`config.mk`:
```
export PLATFORM = sky130hd
export DESIGN_NAME = rffp_stream_accumulator
export DESIGN_NICKNAME = d
export VERILOG_FILES = /design/src/rtl/rffp_stream_accumulator.sv
export SDC_FILE = /design/constraint.sdc
export NUM_CORES = 1
export LEC_CHECK = 0
export BUFFER_PORTS_ARGS = -buffer_cell sky130_fd_sc_hd__buf_2
export CAP_MARGIN = 20
export CORE_MARGIN = 1.5
export CORE_UTILIZATION = 50
export DETAILED_ROUTE_END_ITERATION = 7
export HOLD_SLACK_MARGIN = 0.08
export PLACE_DENSITY_LB_ADDON = 0.15
export SYNTH_ARGS = -nofsm -noshare
export SYNTH_HDL_FRONTEND = slang
export SYNTH_SLANG_ARGS = --single-unit
```
`constraint.sdc`:
```
create_clock -name clk -period 12.1 [get_ports clk]
set_input_delay 3.025 -clock clk [delete_from_list [all_inputs] [get_ports clk]]
set_output_delay 3.025 -clock clk [all_outputs]
set_load 0.01 [all_outputs]
```
`src/rtl/rffp_stream_accumulator.sv`:
```
// RFFP stream accumulator: reduces a valid/ready burst of RFFP values to one sum.
// Optional build macro RFFP_ACC_ZERO_SKIP_EN: zero beats are counted but not added.

// Combinational RFFP adder: align on the larger exponent, add or subtract mantissas.
// A zero operand (exp and man both 0) sits at the other operand's exponent.
module rffp_adder #(
    parameter int RFFP_EXP_WIDTH = 8,
    parameter int RFFP_MAN_WIDTH = 8
) (
    input  logic [RFFP_EXP_WIDTH+RFFP_MAN_WIDTH:0] i_a,
    input  logic [RFFP_EXP_WIDTH+RFFP_MAN_WIDTH:0] i_b,
    output logic [RFFP_EXP_WIDTH+RFFP_MAN_WIDTH:0] o_sum
);
    localparam int E = RFFP_EXP_WIDTH;
    localparam int M = RFFP_MAN_WIDTH;

    logic         w_sa;
    logic         w_sb;
    logic [E-1:0] w_ea;
    logic [E-1:0] w_eb;
    logic [M-1:0] w_ma;
    logic [M-1:0] w_mb;
    logic         w_a_zero;
    logic         w_b_zero;
    logic [E-1:0] w_ea_eff;
    logic [E-1:0] w_eb_eff;
    logic [E-1:0] w_emax;
    logic [M-1:0] w_ma_al;
    logic [M-1:0] w_mb_al;
    logic [M:0]   w_sum;
    logic         w_sign;
    logic [M-1:0] w_man;
    logic [E-1:0] w_exp;

    assign w_sa = i_a[E+M];
    assign w_sb = i_b[E+M];
    assign w_ea = i_a[E+M-1:M];
    assign w_eb = i_b[E+M-1:M];
    assign w_ma = i_a[M-1:0];
    assign w_mb = i_b[M-1:0];
    assign w_a_zero = (w_ea == '0) && (w_ma == '0);
    assign w_b_zero = (w_eb == '0) && (w_mb == '0);
    assign w_ea_eff = w_a_zero ? w_eb : w_ea;
    assign w_eb_eff = w_b_zero ? w_ea : w_eb;

    // Align, add/subtract magnitudes, then pack the result exponent and mantissa.
    always_comb begin
        w_emax  = w_ea_eff;
        w_ma_al = w_ma;
        w_mb_al = w_mb;
        w_sum   = '0;
        w_sign  = w_sa;
        w_man   = '0;
        w_exp   = '0;
        if (w_ea_eff >= w_eb_eff) begin
            w_emax  = w_ea_eff;
            w_mb_al = w_mb >> (w_ea_eff - w_eb_eff);
        end else begin
            w_emax  = w_eb_eff;
            w_ma_al = w_ma >> (w_eb_eff - w_ea_eff);
        end
        if (w_sa == w_sb) begin
            w_sum  = {1'b0, w_ma_al} + {1'b0, w_mb_al};
            w_sign = w_sa;
        end else if (w_ma_al >= w_mb_al) begin
            w_sum  = {1'b0, w_ma_al} - {1'b0, w_mb_al};
            w_sign = w_sa;
        end else begin
            w_sum  = {1'b0, w_mb_al} - {1'b0, w_ma_al};
            w_sign = w_sb;
        end
        if (w_ea_eff == w_eb_eff) begin
            w_exp = w_emax + E'(1);
            w_man = w_sum[M:1] + M'(w_sum[0]);
        end else begin
            w_exp = w_emax;
            w_man = w_sum[M-1:0];
        end
    end

    assign o_sum = {w_sign, w_exp, w_man};
endmodule

// Burst accumulator FSM wrapped around the RFFP adder.
module rffp_stream_accumulator #(
    parameter int RFFP_EXP_WIDTH = 8,
    parameter int RFFP_MAN_WIDTH = 8,
    parameter int CNT_WIDTH      = 8
) (
    input  logic                                   clk,
    input  logic                                   rst,
    input  logic                                   in_valid,
    output logic                                   in_ready,
    input  logic [RFFP_EXP_WIDTH+RFFP_MAN_WIDTH:0] in_data,
    input  logic                                   in_last,
    output logic                                   out_valid,
    input  logic                                   out_ready,
    output logic [RFFP_EXP_WIDTH+RFFP_MAN_WIDTH:0] out_data,
    output logic [CNT_WIDTH-1:0]                   out_count
);
    localparam int W = RFFP_EXP_WIDTH + RFFP_MAN_WIDTH + 1;
    localparam int M = RFFP_MAN_WIDTH;

    typedef enum logic [1:0] {
        IDLE  = 2'd0,
        ACCUM = 2'd1,
        DONE  = 2'd2
    } state_t;

    state_t               r_state;
    state_t               w_state_next;
    logic [W-1:0]         r_acc;
    logic [CNT_WIDTH-1:0] r_cnt;
    logic                 r_out_valid;
    logic [W-1:0]         r_out_data;
    logic [CNT_WIDTH-1:0] r_out_count;
    logic [W-1:0]         w_add;
    logic [W-1:0]         w_acc_next;
    logic [CNT_WIDTH-1:0] w_cnt_next;
    logic [CNT_WIDTH-1:0] w_cnt_inc;
    logic                 w_accept;
    logic                 w_take;
`ifdef RFFP_ACC_ZERO_SKIP_EN
    logic                 w_in_zero;
    logic                 w_acc_zero;
`endif

    rffp_adder #(
        .RFFP_EXP_WIDTH(RFFP_EXP_WIDTH),
        .RFFP_MAN_WIDTH(RFFP_MAN_WIDTH)
    ) u_adder (
        .i_a  (r_acc),
        .i_b  (in_data),
        .o_sum(w_add)
    );

    assign in_ready  = !rst && (r_state != DONE);
    assign w_accept  = in_valid && in_ready;
    assign w_take    = r_out_valid && out_ready;
    assign w_cnt_inc = (r_cnt == '1) ? r_cnt : r_cnt + CNT_WIDTH'(1);
`ifdef RFFP_ACC_ZERO_SKIP_EN
    assign w_in_zero  = (in_data[W-2:0] == '0);
    assign w_acc_zero = (r_acc[W-2:0] == '0);
`endif

    // Next partial sum and beat count for an accepted beat.
    always_comb begin
        w_acc_next = r_acc;
        w_cnt_next = r_cnt;
        if (r_state == IDLE) begin
            w_acc_next = in_data;
            w_cnt_next = CNT_WIDTH'(1);
        end else begin
            w_cnt_next = w_cnt_inc;
`ifdef RFFP_ACC_ZERO_SKIP_EN
            if (w_in_zero)
                w_acc_next = r_acc;
            else if (w_acc_zero)
                w_acc_next = in_data;
            else
                w_acc_next = w_add;
`else
            w_acc_next = w_add;
`endif
        end
    end

    // Next-state logic for the burst FSM.
    always_comb begin
        w_state_next = r_state;
        case (r_state)
            IDLE: begin
                if (w_accept)
                    w_state_next = in_last ? DONE : ACCUM;
            end
            ACCUM: begin
                if (w_accept && in_last)
                    w_state_next = DONE;
            end
            DONE: begin
                if (w_take)
                    w_state_next = IDLE;
            end
            default: w_state_next = IDLE;
        endcase
    end

    // State register.
    always_ff @(posedge clk or posedge rst) begin
        if (rst)
            r_state <= IDLE;
        else
            r_state <= w_state_next;
    end

    // Accumulator, counter and held result registers.
    always_ff @(posedge clk or posedge rst) begin
        if (rst) begin
            r_acc       <= '0;
            r_cnt       <= '0;
            r_out_valid <= 1'b0;
            r_out_data  <= '0;
            r_out_count <= '0;
        end else if (w_accept) begin
            r_acc <= w_acc_next;
            r_cnt <= w_cnt_next;
            if (in_last) begin
                r_out_data  <= w_acc_next;
                r_out_count <= w_cnt_next;
                r_out_valid <= 1'b1;
            end
        end else if (w_take) begin
            r_out_valid <= 1'b0;
            r_acc       <= '0;
            r_cnt       <= '0;
        end
    end

    assign out_valid = r_out_valid;
    assign out_data  = r_out_data;
    assign out_count = r_out_count;

    // Mantissa width is carried only for readability of the packing above.
    localparam int UNUSED_M = M;
endmodule
```
==> flow_summary.toml <==
[run_status]
status = "complete, but fails checks"
violations = "DRC"

[synthesis]
synth.top_cell.area_share_pct = 22.3
syn_inst = 709
yosysSeqAreaShare_pct = 22.3
synth_fa_ha_area_share_pct = 10.1
yosys.area_share.simple_pct = 23.4
syn_area_um2 = 5950
synth_seq_cells = 53
synth.top_cells.by_area = "dfrtp_1 22%, ha_1 9.0%, mux2i_1 5.9%, a21oi_1 5.4%, nand2_1 4.3%"
synth_area_leader_cell = "dfrtp_1"
synth_edf_count = 0
synth_xor_xnor_area_share_pct = 4.10
synth_flop_cell = "dfrtp_1"
synth_top_family_by_area = "compound AO/OA/AOI/OAI gates"
synth_commonest_cells = "68 x nand2_1, 64 x a21oi_1, 53 x dfrtp_1"
synth_nets = 777
yosysWarningCount = 0
yosysMostFrequentCell = "nand2_1"
yosysUniqueCellTypes = 77
async_reset_ff_share_pct = 100
synth.area.mux_share_pct = 7.79
synth_area_per_cell_um2 = 8.39
synth_compound_area_share_pct = 27.6

[setup_path]
cp-start-kind = "input port"
cp_data_required_time_ns = 12.24
path_class = "input port to flop"
critPathArrivalTime_ns = 10.23
r2r-end = "out_data[6]"
r2r-start = "r_acc[1]"
critPathLaunch = "in_data[1]"
cp-endpoint = "out_data[6]"
ff2ff_path_depth = 25
end_kind = "flop"
reg2reg_slack_ns = 4.41
cp_max_fo = 24

[floorplan]
dieHeight_um = 112
start_util_pct = 51.6
die-area_um2 = 12600
die_w_um = 112
rows = 39
ioPinCount = 49
core_um2 = 11500

[timing]
drv_slew = 0
fin_crit_sh_pct = 83.4
slew_headroom_pct = 26.4
holdWs_ns = 0.475
hold_violations = 0
grt_setup_unrepaired = "false"
period_minus_slack_ns = 10.09
worst_slew_pin_slew_ns = 1.10
setup_violations = 0
max_clock_freq_ghz = 0.0991
setup_ws_ns = 2.01
fin_skew_ns = 0.0104
setup_tns_ns = 0

[finish]
drive_gt1_share_pct = 14.6
antenna_cells = 0
area_growth_pct = 7.24
nets = 800

[pwr]
vdd_drop_max_mv = 0.173
p_leak_nw = 2.80
p_per_area_nw_per_um2 = 272
power_mw = 1.74

[clocking]
clk_pin_slew_ns = 0.08
post_cts_buffers = 0
cts_tree = "done"
cts_buffer_depth = 2
cts-root-buf = "clkbuf_16"
htreeDepth = 2
cts_buffers = 5
postCtsHoldBufs = 0
cts.sinks = 53
cts_resized = 0
clk-insertion-delay-late_ns = 0.30

[global_routing]
grt_pass1_wl_um = 29600
grt_use_total_pct = 29.6
antenna_found_initial = 0
overflow = 0
grt_pass1_vias = 5528
grt_max_degree = 54

[flow_run]
cap_violations = 0

[drt]
vias_per_cell = 6.73
drt_iter0_drc = 569
route.vias.total = 5895
routed_wirelength_um = 18500
route.detailed.drc = 4
first_pass_iters = 8
wl_per_cell_um = 21.2
detail-route-antenna-nets = 0

[worst_hold_path]
hold_class = "flop to flop"

[placement]
dp_slack_ns = 1.88
port_buffers = 48
place.gp.congestion = 1.08
post-dp-hpwl_um = 14000
==> worst min path at each step <==
stage,from,end,slack [ns],cells past startpoint
2_1_floorplan,r_cnt[5],r_cnt[5],0.49,1
3_3_place_gp,out_data[1],out_data[1],0.46,2
3_5_place_dp,out_count[7],out_count[7],0.46,2
4_1_cts,out_count[7],out_count[7],0.48,2
5_1_grt,out_count[7],out_count[7],0.50,2
6_report,out_data[0],out_data[0],0.47,2
==> cells in the final DEF, fill, tap and decap left out, types with 4 or more instances in the layout <==
cell type  count
ha_1          43
mux2_2        10
o31ai_1        4
a21o_1         8
a221oi_1       8
xor2_1         7
nor4_4         9
buf_4          4
a32o_1        12
inv_1         30
nor2_1        51
o211ai_1       8
nand2b_1      10
buf_2         48
a22oi_1       12
nand4_1        7
or3_1          9
a32oi_1       14
and3_1        10
o21ai_0       36
a31oi_1       14
nor3_1        11
mux2i_1       35
nor2b_1       12
nand2_1       68
a22o_1        15
dfrtp_1       53
nand3_1       16
and2_1         4
clkbuf_16      5
a21oi_1       64
o22ai_1        6
xnor2_1       19
==> cell families after synthesis <==
family | count (synthesis)
AND/OR/NAND/NOR | 236
AO/OA/AOI/OAI | 234
buffers and inverters | 68
flip-flops | 53
adder cells (fa/ha/maj) | 46
multiplexers | 45
XOR/XNOR | 27
==> worst max-delay path, cell delays in order <==
cell	delay (ns)
buf_2	0.14
nor4_4	0.41
and4_1	0.53
a21oi_1	0.21
ha_1	0.64
inv_2	0.23
a221oi_4	0.30
o21ai_0	0.17
a21o_1	0.25
nand2_2	0.40
nand4_2	0.18
nor3_4	0.50
a32o_1	0.29
ha_1	0.38
nor3_2	0.37
o211ai_1	0.28
nand3_1	0.32
nand2_1	0.10
a31oi_1	0.23
ha_1	0.23
ha_1	0.22
nand2_1	0.10
nor4b_1	0.31
a2bb2oi_1	0.25
o221ai_1	0.13
==> per-layer routing <==
| metal | vias to the layer above | share of wire, % | global-route usage, % |
|---|---|---|---|
| met5 | - | 0 | 0 |
| met4 | 0 | 1.4 | 7.26 |
| met3 | 24 | 10 | 4.81 |
| met2 | 328 | 44 | 44.9 |
| met1 | 2831 | 44 | 44.2 |
| li1 | 2712 | - | - |
==> flip-flops by register name, indices dropped and copies added, names as in the netlist <==
signal	count
out_valid	1
r_cnt	8
out_count	8
r_state	2
out_data	17
r_acc	17
==> through the flow <==
stage	area, µm²	cells	utilization (%)
after floorplan	5950	709	-
after global placement	6230	868	54.1
after detailed placement	6230	868	54.1
after CTS	6380	876	55.4
after global routing	6380	876	55.4
final	6380	876	55.4
==> power breakdown <==
part / switching, mW / internal, mW
clock network: 0.0686 / 0.0770
registers: 0.0851 / 0.238
logic: 0.785 / 0.481
total: 0.939 / 0.796
==> final cells by class <==
type,instances,area [µm²]
fillers,1067,5140
multi-input cells,588,4340
flip-flops and latches,53,1330
repair buffers,52,270
well taps,143,179
clock buffers,6,129
inverters,32,120
clock inverters,2,15.0
(Power assumes the default switching activity.)
